## src/rtl/cmp_serial12_pkg.sv

```systemverilog
// cmp_serial12_pkg: shared state encoding and sizing helpers for the serial comparator
package cmp_serial12_pkg;
  typedef enum logic [1:0] {IDLE, RUN, DONE} state_t;
  function automatic int num_digits(int width, int digit);
    return width / digit;
  endfunction
  function automatic bit width_ok(int width, int digit);
    return digit > 0 && width >= digit && width % digit == 0;
  endfunction
endpackage

```

## src/rtl/cmp_serial12_if.sv

```systemverilog
// cmp_serial12_if: request/operand/result bundle for the serial comparator
interface cmp_serial12_if #(parameter int WIDTH = 12);
  logic start;
  logic [WIDTH-1:0] A;
  logic [WIDTH-1:0] B;
  logic busy;
  logic done;
  logic Agreater;
  logic Bgreater;
  logic Equall;
  modport master (output start, A, B, input busy, done, Agreater, Bgreater, Equall);
  modport slave (input start, A, B, output busy, done, Agreater, Bgreater, Equall);
endinterface

```

## src/rtl/cmp_serial12_digit.sv

```systemverilog
// cmp_digit: DIGIT-bit unsigned slice comparator with MSB-priority gt/lt
module cmp_digit #(parameter int DIGIT = 4) (
  input  logic [DIGIT-1:0] a,
  input  logic [DIGIT-1:0] b,
  output logic gt,
  output logic lt,
  output logic eq
);
  logic [DIGIT-1:0] e;
  assign e = ~(a ^ b);
  assign eq = &e;
  always_comb begin
    gt = 1'b0;
    lt = 1'b0;
    for (int i = 0; i < DIGIT; i++)
      if (!e[i]) begin
        gt = a[i];
        lt = b[i];
      end
  end
endmodule

```

## src/rtl/cmp_serial12.sv

```systemverilog
// cmp_serial12: digit-serial unsigned magnitude comparator, MSB slice first with early exit
module cmp_serial12 import cmp_serial12_pkg::*; #(
  parameter int WIDTH = 12,
  parameter int DIGIT = 4
) (
  input logic clk,
  input logic rst,
  cmp_serial12_if.slave bus
);
  localparam int ND = num_digits(WIDTH, DIGIT);
  localparam int IW = ND > 1 ? $clog2(ND) : 1;
  if (!width_ok(WIDTH, DIGIT)) begin : g_bad_width
    $fatal(1, "cmp_serial12: WIDTH must be a positive multiple of DIGIT");
  end
  state_t state;
  logic [WIDTH-1:0] a_q, b_q;
  logic [IW-1:0] idx;
  logic [DIGIT-1:0] sa, sb;
  logic gt, lt, eq;
  assign sa = a_q[idx*DIGIT +: DIGIT];
  assign sb = b_q[idx*DIGIT +: DIGIT];
  cmp_digit #(.DIGIT(DIGIT)) u_digit (.a(sa), .b(sb), .gt(gt), .lt(lt), .eq(eq));
  always_ff @(posedge clk) begin
    if (rst) begin
      state <= IDLE;
      a_q <= '0;
      b_q <= '0;
      idx <= '0;
      bus.busy <= 1'b0;
      bus.done <= 1'b0;
      bus.Agreater <= 1'b0;
      bus.Bgreater <= 1'b0;
      bus.Equall <= 1'b0;
    end else begin
      case (state)
        IDLE: begin
          bus.done <= 1'b0;
          if (bus.start) begin
            a_q <= bus.A;
            b_q <= bus.B;
            idx <= IW'(ND - 1);
            bus.Agreater <= 1'b0;
            bus.Bgreater <= 1'b0;
            bus.Equall <= 1'b0;
            bus.busy <= 1'b1;
            state <= RUN;
          end
        end
        RUN: begin
          // eq can only win on the last slice, since any unequal slice decides first
          if (gt || lt || idx == '0) begin
            bus.Agreater <= gt;
            bus.Bgreater <= lt;
            bus.Equall <= eq;
            bus.done <= 1'b1;
            state <= DONE;
          end else begin
            idx <= idx - 1'b1;
          end
        end
        DONE: begin
          bus.done <= 1'b0;
          bus.busy <= 1'b0;
          state <= IDLE;
        end
        default: state <= IDLE;
      endcase
    end
  end
endmodule

```

## src/flat_wrapper.sv

```systemverilog
// flat-port wrapper written by rule: the top's interface ports become plain ports
module cmp_serial12_flat import cmp_serial12_pkg::*;
#(
  parameter int WIDTH = 12,
  parameter int DIGIT = 4
)
  (clk, rst, bus_start, bus_A, bus_B, bus_busy, bus_done, bus_Agreater, bus_Bgreater, bus_Equall);
  cmp_serial12_if #(.WIDTH(WIDTH)) bus_i ();
  input logic clk;
  input logic rst;
  input wire logic [$bits(bus_i.start)-1:0] bus_start;
  input wire logic [$bits(bus_i.A)-1:0] bus_A;
  input wire logic [$bits(bus_i.B)-1:0] bus_B;
  output wire logic [$bits(bus_i.busy)-1:0] bus_busy;
  output wire logic [$bits(bus_i.done)-1:0] bus_done;
  output wire logic [$bits(bus_i.Agreater)-1:0] bus_Agreater;
  output wire logic [$bits(bus_i.Bgreater)-1:0] bus_Bgreater;
  output wire logic [$bits(bus_i.Equall)-1:0] bus_Equall;
  assign bus_i.start = bus_start;
  assign bus_i.A = bus_A;
  assign bus_i.B = bus_B;
  assign bus_busy = bus_i.busy;
  assign bus_done = bus_i.done;
  assign bus_Agreater = bus_i.Agreater;
  assign bus_Bgreater = bus_i.Bgreater;
  assign bus_Equall = bus_i.Equall;
  cmp_serial12 #(.WIDTH(WIDTH), .DIGIT(DIGIT)) u_core (.clk(clk), .rst(rst), .bus(bus_i));
endmodule
```

## config.mk

```make
export PLATFORM = sky130hd
export DESIGN_NAME = cmp_serial12_flat
export DESIGN_NICKNAME = d
export VERILOG_FILES = /design/src/rtl/cmp_serial12_pkg.sv /design/src/rtl/cmp_serial12_if.sv /design/src/rtl/cmp_serial12_digit.sv /design/src/rtl/cmp_serial12.sv /design/src/flat_wrapper.sv
export SDC_FILE = /design/constraint.sdc
export NUM_CORES = 1
export LEC_CHECK = 0
export CORE_MARGIN = 2
export CORE_UTILIZATION = 54
export DETAILED_ROUTE_END_ITERATION = 16
export GPL_ROUTABILITY_DRIVEN = 0
export PLACE_DENSITY = 0.86
export SLEW_MARGIN = 20
export SYNTH_ARGS = -nofsm -noshare
export SYNTH_HDL_FRONTEND = slang
export SYNTH_SLANG_ARGS = --single-unit
export TNS_END_PERCENT = 5
```

## constraint.sdc

```tcl
create_clock -name clk -period 7.75 [get_ports clk]
set_clock_uncertainty 0.2 [all_clocks]
set_input_delay 2.325 -clock clk [delete_from_list [all_inputs] [get_ports clk]]
set_output_delay 2.325 -clock clk [all_outputs]
set_load 0.01 [all_outputs]
```

==> metrics.txt, run 1 <==
Final Max Slew Viols=0; Final WS setup=3.93 ns; post-synth top area cell=sky130_fd_sc_hd__dfxtp_1; path type of the worst setup path=in -> reg; number of hold buffers added after cts=0; Die Y-Extent=58.1 um; critical path peak fanout=21; post-placement worst setup slack=between 3 and 4 ns; #FFs+latches synth=33; beginning of the worst register-to-register path=u_core.idx[1]; vias in the first global route=1392; global-route wire length before repair=around 5700 um; P per Cell Area=~200 nW/um2; Worst Reg-to-Reg Cells=6; type of element launching the critical path=input port; sum of negative setup slack=0 ns; largest stage delay on the critical path=roughly 0.43 ns; Crit path buffers/inverters=2; WL final=between 3000 and 4000 um; leakage=roughly 0.75 nW; largest net degree at the start of global routing=37; fraction of final layout cells with drive strength greater than 1=0.0933; number of standard-cell rows in the floorplan=19; normalized max-slew margin=0.560; hold path start=u_core.a_q[2]; clock slew at reported path FFs=0.10 ns; drt first pass iters=4; Largest delay share family, worst path=buffers and inverters; number of distinct library cells after synthesis=39; final setup fails=0; cell count of the worst hold path=2; Routed WL per cell=13.7 um; # diodes=0; placed wire-length estimate=2500 um; capture point of the worst reg-to-reg path=u_core.idx[0]; Worst R2R Setup Slack=approximately 4.6 ns; CTS root buf=sky130_fd_sc_hd__clkbuf_4; First DRT Iteration DRCs=37; post-synthesis xor/xnor area fraction=0; largest family of logic cells by synthesized area=simple AND/OR/NAND/NOR gates; cell type of the slowest stage on the worst timing path=sky130_fd_sc_hd__clkdlybuf4s50_1; max-cap violations=0; slew of the pin with the lowest slew margin=roughly 0.66 ns; Post-synth EDFFs=0; per-instance average area after synthesis=roughly 8.1 um2; Worst Setup End Kind=register; Post-Place Cell Area=between 1500 and 2000 um2; total CTS buffers=5; share of the synthesized area in the top cell type=0.418; number of setup buffers added after CTS=0; flip-flop cell with the highest count after synthesis=sky130_fd_sc_hd__dfxtp_1; result of the run=complete, no violations; buffers added on ports=31; beginning of the critical path=bus_start; setup repair after global routing missed its margin=no; core outline area=approximately 2800 um2; synthesized-area fraction occupied by and/or/nand/nor cells=0.223; CP arrival=about 3.9 ns; ordered cell list for the critical path=clkdlybuf4s50_1 > nand3b_1 > buf_8 > nand2_1 > a2111o_1 > a21oi_1; Min-Delay Endpoint=u_core.a_q[2]; crit path time final=3.82 ns; TritonCTS clock tree=yes; post-synthesis instance total=about 200; antenna violations before repair=0; final net count=roughly 250; via count of the routed design=~1400; final hold violation count=0; initial core utilization=0.573; Seq/Total Area, Yosys=0.418; horizontal die dimension=roughly 58 um; Max Freq=about 0.26 GHz; Die ar.=between 3000 and 4000 um2; Sink Count=33; Hold WC Path Type=reg -> reg; largest voltage drop on the vdd net=approximately 160 uV; largest cells by area after synthesis=sky130_fd_sc_hd__dfxtp_1, sky130_fd_sc_hd__nand2_1, sky130_fd_sc_hd__a21oi_1; final hold slack=~0.26 ns; clock latency on the worst-skew pair=around 0.34 ns; Vias per Instance=between 5 and 6; Remaining DRCs=0; cell with the most instances after synthesis=sky130_fd_sc_hd__nand2_1; final period utilization=0.493; adder and majority gate portion of the synthesized area=0.0364; Post-Synthesis Cell Area=approximately 1600 um2; Synth Net Count=225; share of flip-flops with an asynchronous set or reset=0; Total GRT Usage=0.222; Post-synth top cells=sky130_fd_sc_hd__nand2_1, sky130_fd_sc_hd__dfxtp_1, sky130_fd_sc_hd__a21oi_1, sky130_fd_sc_hd__clkbuf_1; required time of the worst setup path=approximately 7.8 ns; number of levels in the clock H-tree=2; IO Count=32; layout overhead on the synthesized area=25.3%; post-synthesis compound-gate area fraction=0.195; count of nets left with antenna violations after detail routing=0; remaining global-route overflow=0; synth warn=0; multiplexer area fraction after synthesis=0.0784; buffers from clock root to sink, at most=2; cell area after layout=1980 um2; Gates resized, CTS repair=0
## sequential cells by signal, indices dropped and copies added (netlist names)
name / count
u_core.a_q: 12
u_core.b_q: 12
u_core.idx: 2
u_core.state: 2
u_core.bus.Agreater: 1
u_core.bus.Bgreater: 1
u_core.bus.Equall: 1
u_core.bus.busy: 1
u_core.bus.done: 1
## report_power, final
group	internal [mW]	total [mW]	switching, mW	leakage, nW
Combinational	0.0417	0.0850	0.0434	0.438
Clock	0.0525	0.110	0.0578	0.0413
Sequential	0.182	0.192	0.00983	0.271
## cell type report
class	count	area, um2
Clock buffer	7	65.1
Inverter	6	22.5
Clock inverter	1	5.00
Tap cell	31	38.8
Fill cell	219	778
Sequential cell	33	661
Timing Repair Buffer	34	340
Multi-Input combinational cell	144	847
## per-stage QoR
step	power (mW)	utilization	cells
floorplan	0.248	-	195
CTS	0.388	0.712	255
finish	0.387	0.718	256
global route	0.406	0.718	256
detailed placement	0.278	0.687	247
global placement	0.274	0.687	247
## worst min-delay path, stage by stage (launching register included)
cell                      delay [ns]
sky130_fd_sc_hd__dfxtp_1        0.32
sky130_fd_sc_hd__nand2_1        0.05
sky130_fd_sc_hd__a21oi_1        0.06
## metal layers
layer  part of all wire  wire [um]  up-vias  track usage
met5                  0          0        -            0
met4              0.023         80        0        0.126
met3              0.047        166        7       0.0580
met2               0.51       1780       47        0.391
met1               0.42       1470      666        0.240
li1                   -          -      724            -
## worst max-delay path by stage
stage / to / slack, ns / depth (start not counted)
floorplan: u_core.a_q[0] / 4.14 / 4
global placement: u_core.bus.Bgreater / 3.34 / 5
detailed placement: u_core.bus.Bgreater / 3.25 / 5
CTS: u_core.bus.Bgreater / 3.62 / 5
global route: u_core.bus.Bgreater / 3.82 / 6
finish: u_core.bus.Bgreater / 3.93 / 6
## logic make-up (layout without fill, tap and decap cells)
logic type               count (synthesis)  count (layout)
AO/OA/AOI/OAI                           48              48
flip-flops                              33              33
buffers and inverters                   18              48
multiplexers                            11              11
adder cells (fa/ha/maj)                  5               5
AND/OR/NAND/NOR                         80              80
## cell usage in the layout (no fill, tap or decap), types with 3 or more instances in the layout
cell,n
sky130_fd_sc_hd__a21oi_1,30
sky130_fd_sc_hd__mux2i_1,6
sky130_fd_sc_hd__nor2_1,5
sky130_fd_sc_hd__dfxtp_1,33
sky130_fd_sc_hd__clkdlybuf4s50_1,31
sky130_fd_sc_hd__o2bb2ai_1,3
sky130_fd_sc_hd__ha_1,3
sky130_fd_sc_hd__nand2_1,59
sky130_fd_sc_hd__inv_1,6
sky130_fd_sc_hd__clkbuf_4,5
(Power assumes the default switching activity.)
==> run 2, diff against run 1 <==
--- a/config.mk
+++ b/config.mk
@@ -6,10 +6,10 @@
 export NUM_CORES = 1
 export LEC_CHECK = 0
 export CORE_MARGIN = 2
-export CORE_UTILIZATION = 54
+export CORE_UTILIZATION = 45
 export DETAILED_ROUTE_END_ITERATION = 16
 export GPL_ROUTABILITY_DRIVEN = 0
-export PLACE_DENSITY = 0.86
+export PLACE_DENSITY = 0.77
 export SLEW_MARGIN = 20
 export SYNTH_ARGS = -nofsm -noshare
 export SYNTH_HDL_FRONTEND = slang
==> constraint.sdc (replaced) <==
create_clock -name clk -period 3.4 [get_ports clk]
set_clock_uncertainty 0.2 [all_clocks]
set_input_delay 1.02 -clock clk [delete_from_list [all_inputs] [get_ports clk]]
set_output_delay 1.02 -clock clk [all_outputs]
set_load 0.01 [all_outputs]
==> metrics.txt, run 2 (synthesis gave the netlist of run 1 again) <==
result of the run=complete, no violations; horizontal die dimension=around 63 um; Die Y-Extent=between 60 and 70 um; via count of the routed design=about 1400; Remaining DRCs=0; # diodes=0; path type of the worst setup path=reg -> reg; post-placement worst setup slack=between 0.3 and 0.4 ns; commonest cells after routing, fill and taps aside=sky130_fd_sc_hd__nand2_1, sky130_fd_sc_hd__dfxtp_1, sky130_fd_sc_hd__clkdlybuf4s50_1, sky130_fd_sc_hd__a21oi_1; top flop regs=u_core.a_q (12), u_core.b_q (12); global-route wire length before repair=5710 um; number of hold buffers added after cts=0; Routed WL per cell=about 12 um; setup repair after global routing missed its margin=no; CP arrival=~3.1 ns; clock slew at reported path FFs=roughly 0.09 ns; Die ar.=between 4000 and 5000 um2; clock latency on the worst-skew pair=between 0.3 and 0.4 ns; total CTS buffers=5; required time of the worst setup path=between 3 and 4 ns; drt first pass iters=4; leakage=~0.75 nW; final setup fails=0; Cell Count, Final, Fillers Out=274; type of element launching the critical path=register; Hold WC Path Type=reg -> reg; cell count of the worst hold path=2; number of standard-cell rows in the floorplan=21; final net count=257; Worst Reg-to-Reg Cells=6; largest net degree at the start of global routing=21; Max Freq=0.323 GHz; dpl cells=between 200 and 300; slew of the pin with the lowest slew margin=just over 0.7 ns; Total GRT Usage=0.184; largest voltage drop on the vdd net=218 uV; most frequent standard cell in the layout excluding fill and tap cells=sky130_fd_sc_hd__nand2_1; number of levels in the clock H-tree=2; WL final=roughly 3300 um; Final WS setup=approximately 0.30 ns; number of setup buffers added after CTS=0; buffers added on ports=31; final hold violation count=0; CTS root buf=sky130_fd_sc_hd__clkbuf_4; remaining global-route overflow=0; TritonCTS clock tree=yes; buffers from clock root to sink, at most=2; Worst R2R Setup Slack=0.30 ns; Sink Count=33; max-cap violations=0; Vias per Instance=a little over 5; core outline area=between 3000 and 4000 um2; IO Count=32; critical path peak fanout=11; Final Max Slew Viols=0; crit path time final=~3.1 ns; sum of negative setup slack=0 ns; normalized max-slew margin=0.523; fraction of final layout cells with drive strength greater than 1=0.0921; final period utilization=0.911; initial core utilization=0.470; First DRT Iteration DRCs=56; antenna violations before repair=0; vias in the first global route=~1300; placed wire-length estimate=~2500 um; Worst Setup End Kind=register; P per Cell Area=between 400 and 500 nW/um2; count of nets left with antenna violations after detail routing=0; layout overhead on the synthesized area=26.0%; Gates resized, CTS repair=0
run 2: routing by layer:
layer	global-route usage	share of wire
met5	0	0
met2	0.298	0.47
met4	0.117	0.025
met1	0.218	0.46
met3	0.0429	0.051
run 2: worst paths after layout:
check | startpoint | end
setup / recovery | u_core.idx[1] | u_core.idx[1]
hold / removal | u_core.b_q[3] | u_core.b_q[3]
setup reg to reg | u_core.idx[1] | u_core.idx[1]
hold reg to reg | u_core.b_q[3] | u_core.b_q[3]
run 2: critical path: stages, from the launching register on:
cell,delay [ns]
sky130_fd_sc_hd__dfxtp_1,0.55
sky130_fd_sc_hd__nor2b_1,0.53
sky130_fd_sc_hd__a22oi_1,0.21
sky130_fd_sc_hd__and2_1,0.23
sky130_fd_sc_hd__or4b_1,0.49
sky130_fd_sc_hd__or4_4,0.46
sky130_fd_sc_hd__mux2_4,0.32
run 2: area by class of cell:
type,instances,area (um2)
clock buffers,8,48.8
multi-input cells,144,847
fillers,334,1370
inverters,6,22.5
well taps,46,57.6
repair buffers,37,355
flip-flops and latches,33,661
run 2: power breakdown:
group | internal [mW] | switching [mW]
logic | 0.0968 | 0.0973
clock network | 0.0823 | 0.125
registers | 0.415 | 0.0207
run 2: per-stage QoR:
| stage | util | power (mW) | hold WS [ns] | area, um2 |
|---|---|---|---|---|
| after global placement | 0.578 | 0.634 | 0.241 | 1940 |
| after detailed placement | 0.578 | 0.638 | 0.248 | 1940 |
| final | 0.592 | 0.837 | 0.258 | 1990 |
| after CTS | 0.592 | 0.842 | 0.261 | 1990 |
| after global routing | 0.592 | 0.888 | 0.274 | 1990 |
| after floorplan | - | 0.564 | 0.232 | 1580 |
==> run 3, diff against run 2 <==
--- a/config.mk
+++ b/config.mk
@@ -6,10 +6,10 @@
 export NUM_CORES = 1
 export LEC_CHECK = 0
 export CORE_MARGIN = 2
-export CORE_UTILIZATION = 45
+export CORE_UTILIZATION = 50
 export DETAILED_ROUTE_END_ITERATION = 16
 export GPL_ROUTABILITY_DRIVEN = 0
-export PLACE_DENSITY = 0.77
+export PLACE_DENSITY = 0.81
 export SLEW_MARGIN = 20
 export SYNTH_ARGS = -nofsm -noshare
 export SYNTH_HDL_FRONTEND = slang
==> constraint.sdc (replaced) <==
create_clock -name clk -period 3 [get_ports clk]
set_clock_uncertainty 0.2 [all_clocks]
set_input_delay 0.9 -clock clk [delete_from_list [all_inputs] [get_ports clk]]
set_output_delay 0.9 -clock clk [all_outputs]
set_load 0.01 [all_outputs]
==> metrics.txt, run 3 (synthesis gave the netlist of run 1 again) <==
critical path peak fanout=5; share of the core filled with cells=0.664; top flop regs=u_core.a_q (12), u_core.b_q (12); post-layout power=951 uW; final period utilization=0.902; First DRT Iteration DRCs=54; final setup fails=0; max-cap violations=0; sum of negative setup slack=0 ns; count of nets left with antenna violations after detail routing=0; met2 wire length=between 1500 and 2000 um; number of setup buffers added after CTS=0; setup repair after global routing missed its margin=no; normalized max-slew margin=0.723; Die Y-Extent=about 60 um; vias in the first global route=1355; result of the run=complete, no violations; multi-input gate area in the final layout=around 850 um2; core outline area=between 3000 and 4000 um2; required time of the worst setup path=3.04 ns; hold path start=u_core.b_q[6]; met1 wire length=around 1500 um; number of fill cells in the layout=~280; Die ar.=3630 um2; beginning of the critical path=u_core.idx[0]; remaining global-route overflow=0; Vias per Instance=a little over 5; Crit path buffers/inverters=0; final hold violation count=0; drt first pass iters=4; crit path time final=about 2.7 ns; FF+latch area=between 600 and 700 um2; Cell Count, Final, Fillers Out=about 280; Worst Reg-to-Reg Cells=6; Worst Setup End Kind=register; largest voltage drop on the vdd net=approximately 250 uV; Routed WL per cell=roughly 12 um; leakage=between 0.7 and 0.8 nW; largest stage delay on the critical path=0.53 ns; beginning of the worst register-to-register path=u_core.idx[0]; path type of the worst setup path=reg -> reg; dpl cells=between 200 and 300; cell type of the slowest stage on the worst timing path=sky130_fd_sc_hd__or4b_1; CP arrival=about 2.7 ns; number of levels in the clock H-tree=2; Sink Count=33; number of standard-cell rows in the floorplan=20; IO Count=32; P per Cell Area=approximately 470 nW/um2; initial core utilization=0.522; commonest cells after routing, fill and taps aside=sky130_fd_sc_hd__nand2_1, sky130_fd_sc_hd__dfxtp_1, sky130_fd_sc_hd__clkdlybuf4s50_1, sky130_fd_sc_hd__a21oi_1, sky130_fd_sc_hd__buf_4; logic depth of the worst path, buffers included=6; ordered cell list for the critical path=mux2_2 > a22oi_2 > nor2_2 > or4b_1 > or4_4 > mux2_4; clock latency on the worst-skew pair=0.33 ns; CTS root buf=sky130_fd_sc_hd__clkbuf_4; Max Freq=approximately 0.37 GHz; horizontal die dimension=60.2 um; final net count=260; final hold slack=0.263 ns; layout overhead on the synthesized area=27.3%; via count of the routed design=between 1000 and 1500; global-route wire length before repair=approximately 5600 um; Largest delay share family, worst path=simple AND/OR/NAND/NOR gates; antenna violations before repair=0; most frequent standard cell in the layout excluding fill and tap cells=sky130_fd_sc_hd__nand2_1; Final Max Slew Viols=0; Total GRT Usage=0.212; Remaining DRCs=0; Gates resized, CTS repair=0; Worst R2R Setup Slack=a little under 0.3 ns; Hold WC Path Type=reg -> reg; WL final=roughly 3300 um; largest net degree at the start of global routing=19; type of element launching the critical path=register; total CTS buffers=5; WL met3=roughly 140 um; slew of the pin with the lowest slew margin=just over 0.4 ns; number of hold buffers added after cts=0; placed wire-length estimate=about 2500 um; buffers from clock root to sink, at most=2; capture point of the worst reg-to-reg path=u_core.idx[1]; CP endpoint=u_core.idx[1]; TritonCTS clock tree=yes; highest layer used for signal routing=met4; fraction of final layout cells with drive strength greater than 1=0.104; buffers added on ports=31; clock slew at reported path FFs=0.09 ns; # diodes=0
[run 3: changes by cell type in the layout (fill, tap and decap cells not counted)]
cell                    change
sky130_fd_sc_hd__buf_4      +3
[run 3: worst min path at each step]
stage	end	slack [ns]	depth (start not counted)
final	u_core.b_q[6]	0.26	2
after global routing	u_core.b_q[11]	0.28	2
after CTS	u_core.a_q[6]	0.26	2
after detailed placement	u_core.a_q[6]	0.25	2
after global placement	u_core.a_q[2]	0.24	2
after floorplan	u_core.a_q[2]	0.23	2
[run 3: layout make-up]
cell class	instances	area share
inverter	6	0.0112
tap	44	0.0274
clock buffer	8	0.0243
multi-input combinational	144	0.421
timing repair buffer	40	0.188
sequential	33	0.328
[run 3: per-layer routing]
layer	GRT usage	vias to the layer above
met4	0.0889	0
met1	0.234	635
met3	0.0671	7
met2	0.371	37
li1	-	735
met5	0	-
[run 3: worst reg2reg max path, cell delays in order (launching register included)]
cell,delay (ns)
sky130_fd_sc_hd__dfxtp_1,0.41
sky130_fd_sc_hd__mux2_2,0.37
sky130_fd_sc_hd__a22oi_2,0.23
sky130_fd_sc_hd__nor2_2,0.09
sky130_fd_sc_hd__or4b_1,0.53
sky130_fd_sc_hd__or4_4,0.47
sky130_fd_sc_hd__mux2_4,0.31
[run 3: metrics by stage]
| stage | worst slack, ns | area, um2 |
|---|---|---|
| detailed placement | 0.324 | 1960 |
| finish | 0.293 | 2010 |
| global placement | 0.358 | 1960 |
| floorplan | 0.448 | 1580 |
| CTS | 0.309 | 2010 |
| global route | 0.171 | 2010 |
[run 3: report_power, final]
part,total (mW),leakage [nW],switching [mW],internal [mW]
sequential,0.490,0.271,0.0198,0.470
combinational,0.228,0.465,0.114,0.115
clock,0.233,0.0265,0.140,0.0932
